`src/rtl/ascon_pkg.sv`:
```
// Shared types and helpers for the ASCON-128 AEAD control path: FSM encoding
// (exported on state_o), default round counts and the round-constant mapping.
package ascon_pkg;

  localparam int PA_ROUNDS_DEF = 12;
  localparam int PB_ROUNDS_DEF = 6;

  typedef enum logic [3:0] {
    ST_IDLE       = 4'd0,
    ST_INIT_LOAD  = 4'd1,
    ST_INIT_PERM  = 4'd2,
    ST_INIT_KEY   = 4'd3,
    ST_AD_WAIT    = 4'd4,
    ST_AD_PERM    = 4'd5,
    ST_DSEP       = 4'd6,
    ST_MSG_WAIT   = 4'd7,
    ST_MSG_OUT    = 4'd8,
    ST_MSG_PERM   = 4'd9,
    ST_FINAL_KEY  = 4'd10,
    ST_FINAL_PERM = 4'd11,
    ST_TAG        = 4'd12,
    ST_DONE       = 4'd13
  } state_e;

  // Round constant for absolute round index i: high nibble 15-i, low nibble i.
  function automatic logic [7:0] rc(input logic [3:0] i);
    return {4'hF - i, i};
  endfunction

  function automatic logic is_perm(input state_e s);
    return (s == ST_INIT_PERM) || (s == ST_AD_PERM) ||
           (s == ST_MSG_PERM)  || (s == ST_FINAL_PERM);
  endfunction

endpackage

```
`src/rtl/ascon_round_sched.sv`:
```
// Permutation round scheduler: a load starts a run of nr rounds whose indices
// climb from MAX_ROUNDS-nr to MAX_ROUNDS-1, emitting enable, constant and last.
module ascon_round_sched
  import ascon_pkg::*;
#(
  parameter int MAX_ROUNDS = 12
) (
  input  logic       clk,
  input  logic       rst_n,
  input  logic       clear_i,
  input  logic       load_i,
  input  logic [3:0] nr_i,
  output logic       round_en_o,
  output logic [7:0] round_const_o,
  output logic       last_round_o
);

  localparam logic [3:0] LAST_IDX = 4'(MAX_ROUNDS - 1);

  logic       active_q, active_d;
  logic [3:0] idx_q, idx_d;

  // Every run, long or short, ends on the same index, so "last" needs no length.
  assign last_round_o  = active_q && (idx_q == LAST_IDX);
  assign round_en_o    = active_q;
  assign round_const_o = active_q ? rc(idx_q) : 8'h00;

  always_comb begin
    active_d = active_q;
    idx_d    = idx_q;
    if (clear_i) begin
      active_d = 1'b0;
      idx_d    = 4'd0;
    end else if (load_i) begin
      active_d = 1'b1;
      idx_d    = 4'(MAX_ROUNDS) - nr_i;
    end else if (active_q) begin
      if (last_round_o) begin
        active_d = 1'b0;
        idx_d    = 4'd0;
      end else begin
        idx_d = idx_q + 4'd1;
      end
    end
  end

  always_ff @(posedge clk or negedge rst_n) begin
    if (!rst_n) begin
      active_q <= 1'b0;
      idx_q    <= 4'd0;
    end else begin
      active_q <= active_d;
      idx_q    <= idx_d;
    end
  end

endmodule

```
`src/rtl/ascon_aead_ctrl.sv`:
```
// ASCON-128 AEAD sequencing FSM: converts a start command and block counts into
// datapath strobes and moves AD/message/output/tag blocks over handshakes.
module ascon_aead_ctrl
  import ascon_pkg::*;
#(
  parameter int CNT_W     = 16,
  parameter int PA_ROUNDS = PA_ROUNDS_DEF,
  parameter int PB_ROUNDS = PB_ROUNDS_DEF
) (
  input  logic             S_AXI_ACLK,
  input  logic             S_AXI_ARESETN,
  input  logic             start_i,
  input  logic             clear_i,
  input  logic             decrypt_i,
  input  logic [CNT_W-1:0] ad_blocks_i,
  input  logic [CNT_W-1:0] msg_blocks_i,
  input  logic             ad_valid_i,
  output logic             ad_ready_o,
  input  logic             msg_valid_i,
  output logic             msg_ready_o,
  output logic             out_valid_o,
  input  logic             out_ready_i,
  output logic             tag_valid_o,
  input  logic             tag_ready_i,
  output logic             dp_init_o,
  output logic             dp_round_en_o,
  output logic [7:0]       dp_round_const_o,
  output logic             dp_absorb_ad_o,
  output logic             dp_absorb_msg_o,
  output logic             dp_key_xor_o,
  output logic             dp_dsep_o,
  output logic             dp_decrypt_o,
  output logic             busy_o,
  output logic             done_o,
  output logic [3:0]       state_o
);

  state_e           state_q, state_d;
  logic [CNT_W-1:0] ad_cnt_q, ad_cnt_d;
  logic [CNT_W-1:0] msg_cnt_q, msg_cnt_d;
  logic             decrypt_q, decrypt_d;
  logic             sched_load;
  logic [3:0]       sched_nr;
  logic             last_round;

  // A run is armed on the edge into a permutation state, so rounds line up with it.
  assign sched_load = is_perm(state_d) && !is_perm(state_q);
  assign sched_nr   = ((state_d == ST_INIT_PERM) || (state_d == ST_FINAL_PERM)) ?
                      4'(PA_ROUNDS) : 4'(PB_ROUNDS);

  ascon_round_sched #(
    .MAX_ROUNDS (PA_ROUNDS)
  ) u_sched (
    .clk           (S_AXI_ACLK),
    .rst_n         (S_AXI_ARESETN),
    .clear_i       (clear_i),
    .load_i        (sched_load),
    .nr_i          (sched_nr),
    .round_en_o    (dp_round_en_o),
    .round_const_o (dp_round_const_o),
    .last_round_o  (last_round)
  );

  assign ad_ready_o      = (state_q == ST_AD_WAIT);
  assign msg_ready_o     = (state_q == ST_MSG_WAIT);
  assign out_valid_o     = (state_q == ST_MSG_OUT);
  assign tag_valid_o     = (state_q == ST_TAG);
  assign dp_init_o       = (state_q == ST_INIT_LOAD);
  assign dp_key_xor_o    = (state_q == ST_INIT_KEY) || (state_q == ST_FINAL_KEY);
  assign dp_dsep_o       = (state_q == ST_DSEP);
  assign dp_absorb_ad_o  = ad_ready_o && ad_valid_i;
  assign dp_absorb_msg_o = msg_ready_o && msg_valid_i;
  assign dp_decrypt_o    = decrypt_q;
  assign busy_o          = (state_q != ST_IDLE);
  assign done_o          = (state_q == ST_DONE);
  assign state_o         = state_q;

  always_comb begin
    state_d   = state_q;
    ad_cnt_d  = ad_cnt_q;
    msg_cnt_d = msg_cnt_q;
    decrypt_d = decrypt_q;
    if (clear_i) begin
      state_d   = ST_IDLE;
      ad_cnt_d  = '0;
      msg_cnt_d = '0;
    end else begin
      case (state_q)
        ST_IDLE: if (start_i) begin
          ad_cnt_d  = ad_blocks_i;
          msg_cnt_d = (msg_blocks_i == '0) ? CNT_W'(1) : msg_blocks_i;
          decrypt_d = decrypt_i;
          state_d   = ST_INIT_LOAD;
        end
        ST_INIT_LOAD: state_d = ST_INIT_PERM;
        ST_INIT_PERM: if (last_round) state_d = ST_INIT_KEY;
        ST_INIT_KEY:  state_d = (ad_cnt_q != '0) ? ST_AD_WAIT : ST_DSEP;
        ST_AD_WAIT:   if (ad_valid_i) state_d = ST_AD_PERM;
        ST_AD_PERM: if (last_round) begin
          ad_cnt_d = ad_cnt_q - CNT_W'(1);
          state_d  = (ad_cnt_q > CNT_W'(1)) ? ST_AD_WAIT : ST_DSEP;
        end
        ST_DSEP:     state_d = ST_MSG_WAIT;
        ST_MSG_WAIT: if (msg_valid_i) state_d = ST_MSG_OUT;
        ST_MSG_OUT: if (out_ready_i) begin
          state_d = (msg_cnt_q > CNT_W'(1)) ? ST_MSG_PERM : ST_FINAL_KEY;
        end
        ST_MSG_PERM: if (last_round) begin
          msg_cnt_d = msg_cnt_q - CNT_W'(1);
          state_d   = ST_MSG_WAIT;
        end
        ST_FINAL_KEY:  state_d = ST_FINAL_PERM;
        ST_FINAL_PERM: if (last_round) state_d = ST_TAG;
        ST_TAG:        if (tag_ready_i) state_d = ST_DONE;
        ST_DONE:       state_d = ST_IDLE;
        default:       state_d = ST_IDLE;
      endcase
    end
  end

  always_ff @(posedge S_AXI_ACLK or negedge S_AXI_ARESETN) begin
    if (!S_AXI_ARESETN) begin
      state_q   <= ST_IDLE;
      ad_cnt_q  <= '0;
      msg_cnt_q <= '0;
      decrypt_q <= 1'b0;
    end else begin
      state_q   <= state_d;
      ad_cnt_q  <= ad_cnt_d;
      msg_cnt_q <= msg_cnt_d;
      decrypt_q <= decrypt_d;
    end
  end

endmodule

```
`config.mk`:
```
export PLATFORM = sky130hd
export DESIGN_NAME = ascon_aead_ctrl
export DESIGN_NICKNAME = d
export VERILOG_FILES = /design/src/rtl/ascon_pkg.sv /design/src/rtl/ascon_round_sched.sv /design/src/rtl/ascon_aead_ctrl.sv
export SDC_FILE = /design/constraint.sdc
export NUM_CORES = 1
export LEC_CHECK = 0
export BUFFER_PORTS_ARGS = -buffer_cell sky130_fd_sc_hd__buf_2
export CAP_MARGIN = 15
export CORE_MARGIN = 3
export CORE_UTILIZATION = 26
export DETAILED_ROUTE_END_ITERATION = 10
export PLACE_DENSITY = 0.53
export SLEW_MARGIN = 20
export SYNTH_ARGS = -nofsm -noshare
export SYNTH_HDL_FRONTEND = slang
export SYNTH_SLANG_ARGS = --single-unit
export TNS_END_PERCENT = 1
```
`constraint.sdc`:
```
create_clock -name S_AXI_ACLK -period 3.1 [get_ports S_AXI_ACLK]
set_clock_uncertainty 0.15 [all_clocks]
set_input_delay 0.465 -clock S_AXI_ACLK [delete_from_list [all_inputs] [get_ports S_AXI_ACLK]]
set_output_delay 0.465 -clock S_AXI_ACLK [all_outputs]
set_load 0.05 [all_outputs]
```
==> impl_results.md, run 1 <==
* Status: finished, final reports clean
* CP max-delay cell: dfrtp_1
* Root Buffer: clkbuf_16
* F_max at 353 MHz
* Routed vias at 3176
* Antenna violations before repair at 0
* Starting Density at 26.7%
* Floorplan row count at 39
* RSZ-0062 raised after global routing: no
* Crit path DAT at 2.84 ns
* Hold Path Class: in2async
* Finished Cell Area at 3720 um2
* YS warnings at 0
* Global-route wire length before repair at 15600 um
* IO Port Bufs at 65
* Syn_nets at 455
* Gate Count Post-Synth at 408
* Critical Path Stages at 8
* Crit path kind: reg2reg
* Critical Path Start Type: flop
* Die Width at 115 um
* XOR/XNOR Fraction of Synth Area at 0.853%
* R2R cell count at 8
* Placed Area at 3570 um2
* Fraction of layout cells with a size suffix above 1 at 20.9%
* CTS buffer count at 5
* IO Pins at 66
* Pins Over Slew Limit at 0
* Final wirelength at 9460 um
* CP Max Fanout at 17
* Final setup violation count at 0
* Final core utilization at 32.3%
* Final Hold Fails at 0
* Post-route setup slack at 0.265 ns
* Residual DRC count at 0
* Max-Cap Viols at 0
* DRT antenna net count at 0
* Commonest non-fill, non-tap cell in the layout: o21ai_0
* H-tree depth at 2
* Router iterations before antenna repair at 4
* Maximum buffer depth of the clock tree at 2
* Tmin final at 2.83 ns
* Most frequent cells in the layout: 66 x o21ai_0, 64 x buf_2, 55 x nor2_1
* Worst VDD drop at 0.218 mV
* Core area at 11500 um2
* Mean Syn Cell Area at 7.55 um2
* Clk slew on worst S/H paths at 0.06 ns
* Initial DRC count at 239
* Unique masters post-synth at 59
* Number of synthesized flops with an enable pin at 0
* Antenna diode count at 0
* CTS tree: yes
* Largest family of logic cells by synthesized area: simple AND/OR/NAND/NOR gates
* CP bufs+invs at 1
* Post-synthesis compound-gate area fraction at 28.5%
* Post-synthesis sequential area ratio at 34.1%
* Drt via density at 5.20
* Post-CTS setup buffers at 0
* Synth Area in Simple Gates at 29.1%
* Leak at 1.67 nW
* CP Data Required Time at 3.10 ns
* Post-Synthesis Cell Area at 3080 um2
* Fraction of synthesized area in multiplexers at 0.366%
* Share of flip-flops with an asynchronous set or reset at 100%
* CTS sink count at 42
* Crit path capture type: flop
* Worst-Skew Late Latency at 0.29 ns
* Pre-CTS setup slack at 0.137 ns
* Family with the most delay on the worst path: compound AO/OA/AOI/OAI gates
* Largest stage delay, worst path at 0.68 ns
* Grt ovf at 0
* Die outline height at 115 um
* Post-Synth Adder-Cell Area at 2.44%
* Synthesis-to-finish area growth at 20.9%
* Fin Setup TNS at 0 ns
* Flops & latches, synth at 42
* Slew margin rel. at 60.0%
* Largest net degree at the start of global routing at 43
* Top_reg_cell synth: dfrtp_1
* PwrDens at 591 nW/um2
* WL/cell at 15.5 um
* Vias in the first global route at 3142
* Worst slew pin tran at 0.594 ns
* Global placer's final weighted congestion at 0.848
* CP cell instances: clkinvlp_4 > nor3_4 > a32oi_1 > a2bb2oi_1 > a21oi_1 > nand3_1 > o21ai_0 > o32ai_1
* Die area at 13200 um2
* DP HPWL at 6790 um
* Layout Nets at 515
* Period utilisation layout at 91.4%
* Overall Global Routing Usage at 14.5%
-- kinds of logic (layout without fill, tap and decap cells) --
logic type               count (synthesis)  after routing
AO/OA/AOI/OAI                          148            148
XOR/XNOR                                 3              3
adder cells (fa/ha/maj)                  6              6
buffers and inverters                   36             96
flip-flops                              42             42
multiplexers                             1              1
AND/OR/NAND/NOR                        172            172
-- per-stage QoR --
stage               power [mW]  hold WS, ns  std cells
finish                    2.20       0.0214        611
global route              2.36       0.0749        611
CTS                       2.21        0.247        611
detailed placement        1.69        0.349        604
global placement          1.68        0.336        604
floorplan                 1.43       0.0194        408
-- Yosys cell counts (3+ instances only) --
master,number,area (um2)
buf_2,5,25.0
or3_1,6,37.5
and4b_1,3,30.0
nand3_1,10,50.1
a31oi_1,3,18.8
a2bb2oi_1,4,35.0
and2_1,8,50.1
a22oi_1,5,37.5
ha_1,6,75.1
nor4_1,13,81.3
or2_2,4,25.0
a21o_1,3,22.5
o21ai_0,66,330
nor2b_1,8,50.1
a21oi_1,40,200
clkbuf_1,16,60.1
inv_1,13,48.8
nor2_1,55,206
dfrtp_1,42,1050
nor3_1,18,90.1
o22ai_1,5,31.3
nand2_1,25,93.8
and3_1,6,37.5
-- sequential cells by signal (all words and copies together), names as in the netlist --
| register | cells |
|---|---|
| u_sched.round_en_o | 1 |
| ad_cnt_q | 16 |
| msg_cnt_q | 16 |
| dp_decrypt_o | 1 |
| state_o | 4 |
| u_sched.idx_q | 4 |
-- repair_timing --
action,4_1_cts,5_1_grt
resized for setup,0,4
hold buffers,0,0
endpoints found under the setup margin,0,3
-- routing by layer --
metal	GRT usage, %	up-vias	part of all wire [%]
li1	-	1603	-
met1	19.2	1493	46
met2	24.5	73	48
met5	0	-	0
met4	4.15	0	1.3
met3	2.21	7	4.6
-- worst paths after layout --
kind | startpoint | endpoint | slack, ns
max | state_o[2]$_DFF_PN0_ | u_sched.idx_q[2]$_DFFE_PN0P_ | 0.27
min | S_AXI_ARESETN | dp_decrypt_o$_DFFE_PN0P_ | 0.02
max reg2reg | state_o[2]$_DFF_PN0_ | u_sched.idx_q[2]$_DFFE_PN0P_ | 0.27
min reg2reg | ad_cnt_q[14]$_DFFE_PN0P_ | ad_cnt_q[14]$_DFFE_PN0P_ | 0.36
max in group asynchronous | S_AXI_ARESETN | u_sched.round_en_o$_DFF_PN0_ | 2.38
min in group S_AXI_ACLK | decrypt_i | dp_decrypt_o$_DFFE_PN0P_ | 0.26
-- report_power, final --
group	leakage (nW)	internal, mW	switching [mW]	total (mW)
clock network	0.0694	0.291	0.218	0.510
logic	1.04	0.309	0.598	0.907
registers	0.556	0.643	0.141	0.784
-- layout make-up --
class / count / area [um2]
Timing Repair Buffer: 75 / 403
Tap cell: 143 / 179
Clock inverter: 2 / 10.0
Inverter: 14 / 56.3
Sequential cell: 42 / 1050
Clock buffer: 5 / 125
Fill cell: 1263 / 7790
Multi-Input combinational cell: 330 / 1900
No activity file was read; power rests on OpenSTA's default activity.
==> inputs of run 2 (changes only) <==
- CAP_MARGIN: 15 -> 20
- PLACE_DENSITY: 0.53 -> 0.55
- clock period: 3.1 -> 2.6 ns (I/O delays scaled with it)
==> run 2 against run 1 <==
  * The run now ends with negative setup slack left
  * Highest routed layer unchanged
  * Maximum frequency rose by 6.8%
  * Final cell count rose by 6.9%
  * Total power rose by 39%
  * Largest cell class unchanged
  * Critical path depth rose by 2
  * Flip-flop and latch count did not move
  * Critical endpoint is now u_sched.idx_q[1]$_DFFE_PN0P_
  * Worst hold slack improved by 0.17 ns
==> impl_results.md, run 2 (synthesis gave the netlist of run 1 again) <==
* Final setup violation count at 3
* Min-Delay Path Depth at 2
* Status: finished, violations left
* Global placer's final weighted congestion at 0.870
* Family with the most delay on the worst path: compound AO/OA/AOI/OAI gates
* Top Registers: ad_cnt_q x16, msg_cnt_q x16
* CTS buffer count at 5
* Commonest non-fill, non-tap cell in the layout: buf_2
* Floorplan row count at 39
* CP cell instances: ha_2 > nand4b_1 > buf_4 > a21oi_2 > o211ai_1 > a211oi_4 > nand4bb_4 > a31oi_4 > or2_4 > o32ai_4
* Max-Cap Viols at 0
* CTS tree: yes
* Fraction of layout cells with a size suffix above 1 at 30.8%
* Final Hold Fails at 0
* Initial DRC count at 294
* Antenna diode count at 0
* Reg-to-Reg Start: u_sched.idx_q[1]$_DFFE_PN0P_
* Pre-CTS setup slack at -0.0790 ns
* Tmin final at 2.65 ns
* Worst slew pin tran at 0.612 ns
* Fillers at 1189
* Largest stage delay, worst path at 0.38 ns
* Routed vias at 3450
* PwrDens at 729 nW/um2
* Layout Nets at 557
* Crit path kind: reg2reg
* Post-route setup slack at -0.0548 ns
* H-tree depth at 2
* Final wirelength at 10100 um
* Grt ovf at 0
* Residual DRC count at 0
* Synthesis-to-finish area growth at 36.3%
* CTS sink count at 42
* Pins Over Slew Limit at 0
* IO Pins at 66
* Final core utilization at 36.4%
* Antenna violations before repair at 0
* Die area at 13200 um2
* Core area at 11500 um2
* Worst hold slack at 0.191 ns
* Worst-Skew Late Latency at 0.29 ns
* Leak at 1.90 nW
* Failing checks: negative setup slack
* CP Data Required Time at 2.65 ns
* DP HPWL at 7370 um
* CP max-delay cell: dfrtp_1
* RSZ-0062 raised after global routing: yes
* Drt via density at 5.28
* Crit path capture type: flop
* F_max at 377 MHz
* Clk slew on worst S/H paths at 0.06 ns
* Vias in the first global route at 3266
* Multi-input logic area at 2020 um2
* Worst setup path startpoint: u_sched.idx_q[1]$_DFFE_PN0P_
* Die Width at 115 um
* DRT antenna net count at 0
* Overall Global Routing Usage at 14.9%
* Hold path start: decrypt_i
* Global-route wire length before repair at 15900 um
* Starting Density at 26.7%
* Worst VDD drop at 0.303 mV
* Slew margin rel. at 58.8%
* IO Port Bufs at 65
* Router iterations before antenna repair at 4
* Maximum buffer depth of the clock tree at 2
* CP Max Fanout at 4
* Period utilisation layout at 102%
* Root Buffer: clkbuf_16
* R2R cell count at 10
* Crit path DAT at 2.70 ns
* WL/cell at 15.4 um
* Sequential cell area at 1050 um2
* CP bufs+invs at 1
* Critical Path Stages at 10
* Most frequent cells in the layout: 65 x buf_2, 62 x o21ai_0, 55 x nor2_1
* Die outline height at 115 um
* Critical Path Start Type: flop
* Hold Path Class: in2reg
* Largest net degree at the start of global routing at 33
-- run 2: final cells by class --
class                           count  area share [%]
Inverter                           14            1.34
Tap cell                          143            4.26
Clock buffer                        6            3.31
Multi-Input combinational cell    330            48.2
Timing Repair Buffer              117            17.1
Sequential cell                    42            25.1
Clock inverter                      1           0.716
-- run 2: stage by stage --
stage          area (um2)  power [mW]  instances  TNS [ns]
6_report             4200        3.06        653    -0.118
3_5_place_dp         3830        2.14        638    -0.167
2_1_floorplan        3090        1.71        408     -1.28
5_1_grt              4200        3.25        653    -0.496
3_3_place_gp         3830        2.12        638         0
4_1_cts              4030        2.91        647   -0.0165
-- run 2: worst paths after layout --
| kind | endpoint | slack, ns |
|---|---|---|
| worst max register to register | u_sched.idx_q[1]$_DFFE_PN0P_ | -0.05 |
| worst min register to register | dp_decrypt_o$_DFFE_PN0P_ | 0.36 |
| min in group asynchronous | ad_cnt_q[7]$_DFFE_PN0P_ | 0.41 |
| max in group asynchronous | msg_cnt_q[10]$_DFFE_PN0P_ | 1.34 |
| worst max-delay path | u_sched.idx_q[1]$_DFFE_PN0P_ | -0.05 |
| worst min-delay path | dp_decrypt_o$_DFFE_PN0P_ | 0.19 |
-- run 2: power by group --
| group | switching (mW) | total, mW | internal (mW) |
|---|---|---|---|
| clock | 0.262 | 0.736 | 0.474 |
| combinational | 0.851 | 1.42 | 0.568 |
| sequential | 0.134 | 0.901 | 0.768 |
-- run 2: repair_timing --
action / in CTS / in global routing
setup buffers: 1 / 6
hold buffers: 1 / 0
gates resized for setup: 3 / 25
hold endpoints to repair: 14 / 0
endpoints found under the setup margin: 3 / 20
pin swaps: 2 / 12
-- run 2: metal layers --
layer	vias to the layer above	global-route usage, %	part of all wire (%)
met2	108	25.4	48
met5	-	0	0
met4	0	4.62	1.4
met1	1643	19.4	45
li1	1688	-	-
met3	11	2.16	5.4
==> inputs of run 3 (changes only) <==
- PLACE_DENSITY: 0.55 -> 0.53
- clock period: 2.6 -> 2.7 ns (I/O delays scaled with it)
==> run 3 against run 2 <==
  * The run now ends clean
  * Total power is 9.6% lower
  * Cell area down 5.2%
  * Wire length fell by 2.9%
  * Largest power group unchanged
==> impl_results.md, run 3 (synthesis gave the netlist of run 1 again) <==
* Status: finished, final reports clean
* Drt via density at 5.21
* Reg-to-Reg Start: msg_cnt_q[11]$_DFFE_PN0P_
* Root Buffer: clkbuf_16
* Period utilisation layout at 97.6%
* Vias in the first global route at 3129
* Worst setup path startpoint: msg_cnt_q[11]$_DFFE_PN0P_
* Core area at 11500 um2
* R2R cell count at 8
* Final core utilization at 34.6%
* Final Hold Fails at 0
* Pins Over Slew Limit at 0
* Min-Delay Path Depth at 2
* Largest net degree at the start of global routing at 33
* Crit path kind: reg2reg
* Tmin final at 2.64 ns
* DRT antenna net count at 0
* Most frequent cells in the layout: 65 x o21ai_0, 65 x buf_2, 55 x nor2_1
* Initial DRC count at 216
* CP cell instances: or4_1 > nor3_2 > a21oi_2 > a211oi_4 > nand4bb_4 > a31oi_4 > or2_4 > o32ai_2
* Overall Global Routing Usage at 14.8%
* WL/cell at 15.4 um
* Max-Cap Viols at 0
* Sequential cell area at 1050 um2
* Fillers at 1209
* Die area at 13200 um2
* Global placer's final weighted congestion at 0.892
* CTS tree: yes
* Final wirelength at 9790 um
* IO Port Bufs at 65
* Floorplan row count at 39
* Family with the most delay on the worst path: simple AND/OR/NAND/NOR gates
* Multi-input logic area at 1950 um2
* Maximum buffer depth of the clock tree at 2
* Slew margin rel. at 63.1%
* Largest stage delay, worst path at 0.55 ns
* Hold path start: decrypt_i
* F_max at 379 MHz
* Clk slew on worst S/H paths at 0.06 ns
* Critical Path Stages at 8
* Router iterations before antenna repair at 4
* Fin cells at 635
* Crit path capture type: flop
* Residual DRC count at 0
* Antenna diode count at 0
* Hold Path Class: in2reg
* Layout Nets at 538
* Top Registers: ad_cnt_q x16, msg_cnt_q x16
* Synthesis-to-finish area growth at 29.2%
* Placed cell count at 622
* Starting Density at 26.7%
* Worst slew pin tran at 0.548 ns
* DP HPWL at 7170 um
* RSZ-0062 raised after global routing: yes
* Fraction of layout cells with a size suffix above 1 at 26.4%
* Grt ovf at 0
* Die Width at 115 um
* Worst VDD drop at 0.261 mV
* CP Max Fanout at 5
* Critical Path Start Type: flop
* Crit path DAT at 2.68 ns
* CTS sink count at 42
* Worst-Skew Late Latency at 0.29 ns
* Final setup violation count at 0
* Finished Cell Area at 3980 um2
* Global-route wire length before repair at 15700 um
* IO Pins at 66
* CP bufs+invs at 0
* Routed vias at 3307
* CP max-delay cell: or4_1
* PwrDens at 695 nW/um2
* Placed Area at 3710 um2
* Antenna violations before repair at 1
* CP Data Required Time at 2.74 ns
* CTS buffer count at 5
* Die outline height at 115 um
* H-tree depth at 2
* Leak at 1.79 nW
-- run 3: cell types whose count changed in the layout (fill, tap and decap cells not counted), moves of 2 or more --
| cell | change |
|---|---|
| nor4_2 | -2 |
| buf_4 | -19 |
| or3_4 | -2 |
| nor4_1 | +2 |
| o21ai_1 | -3 |
| o21ai_0 | +3 |
| clkbuf_8 | +2 |
| or3_1 | +2 |
-- run 3: final timing paths --
| path | end | slack [ns] |
|---|---|---|
| setup / recovery | u_sched.idx_q[1]$_DFFE_PN0P_ | 0.06 |
| hold / removal | dp_decrypt_o$_DFFE_PN0P_ | 0.20 |
| setup reg to reg | u_sched.idx_q[1]$_DFFE_PN0P_ | 0.06 |
| hold reg to reg | msg_cnt_q[7]$_DFFE_PN0P_ | 0.36 |
| max in group asynchronous | msg_cnt_q[2]$_DFFE_PN0P_ | 1.37 |
| min in group asynchronous | ad_cnt_q[6]$_DFFE_PN0P_ | 0.45 |
-- run 3: what timing repair did --
item,CTS,global route
hold endpoints to repair,17,0
pin swaps,0,4
hold buffers,1,0
gates resized for setup,2,11
setup endpoints to repair,2,14
setup buffers,0,4
-- run 3: layer usage --
| metal | GRT usage [%] | routed length [um] | vias up |
|---|---|---|---|
| li1 | - | - | 1653 |
| met1 | 19.8 | 4530 | 1559 |
| met2 | 24.4 | 4630 | 83 |
| met3 | 2.47 | 469 | 10 |
| met4 | 4.69 | 158 | 2 |
| met5 | 0 | 7 | - |
-- run 3: layout make-up --
| type | instances | area share [%] |
|---|---|---|
| repair buffers | 98 | 14.5 |
| flip-flops and latches | 42 | 26.4 |
| inverters | 14 | 1.42 |
| clock buffers | 8 | 4.18 |
| well taps | 143 | 4.50 |
| multi-input cells | 330 | 49.0 |
-- run 3: report_power, final --
part           switching [mW]  leakage (nW)  total (mW)  internal [mW]
clock                   0.252        0.0832       0.671          0.419
sequential              0.131         0.554       0.870          0.739
combinational           0.765          1.15        1.22          0.458
-- run 3: per-stage QoR --
step                setup TNS, ns  total power [mW]  hold slack [ns]  setup slack, ns
global route              -0.0491              2.95            0.205          -0.0289
detailed placement         -0.146              2.03            0.237          -0.0881
global placement                0              2.02            0.231           0.0551
finish                          0              2.76            0.201           0.0641
floorplan                  -0.278              1.64          -0.0406          -0.0405
CTS                             0              2.72            0.195           0.0109
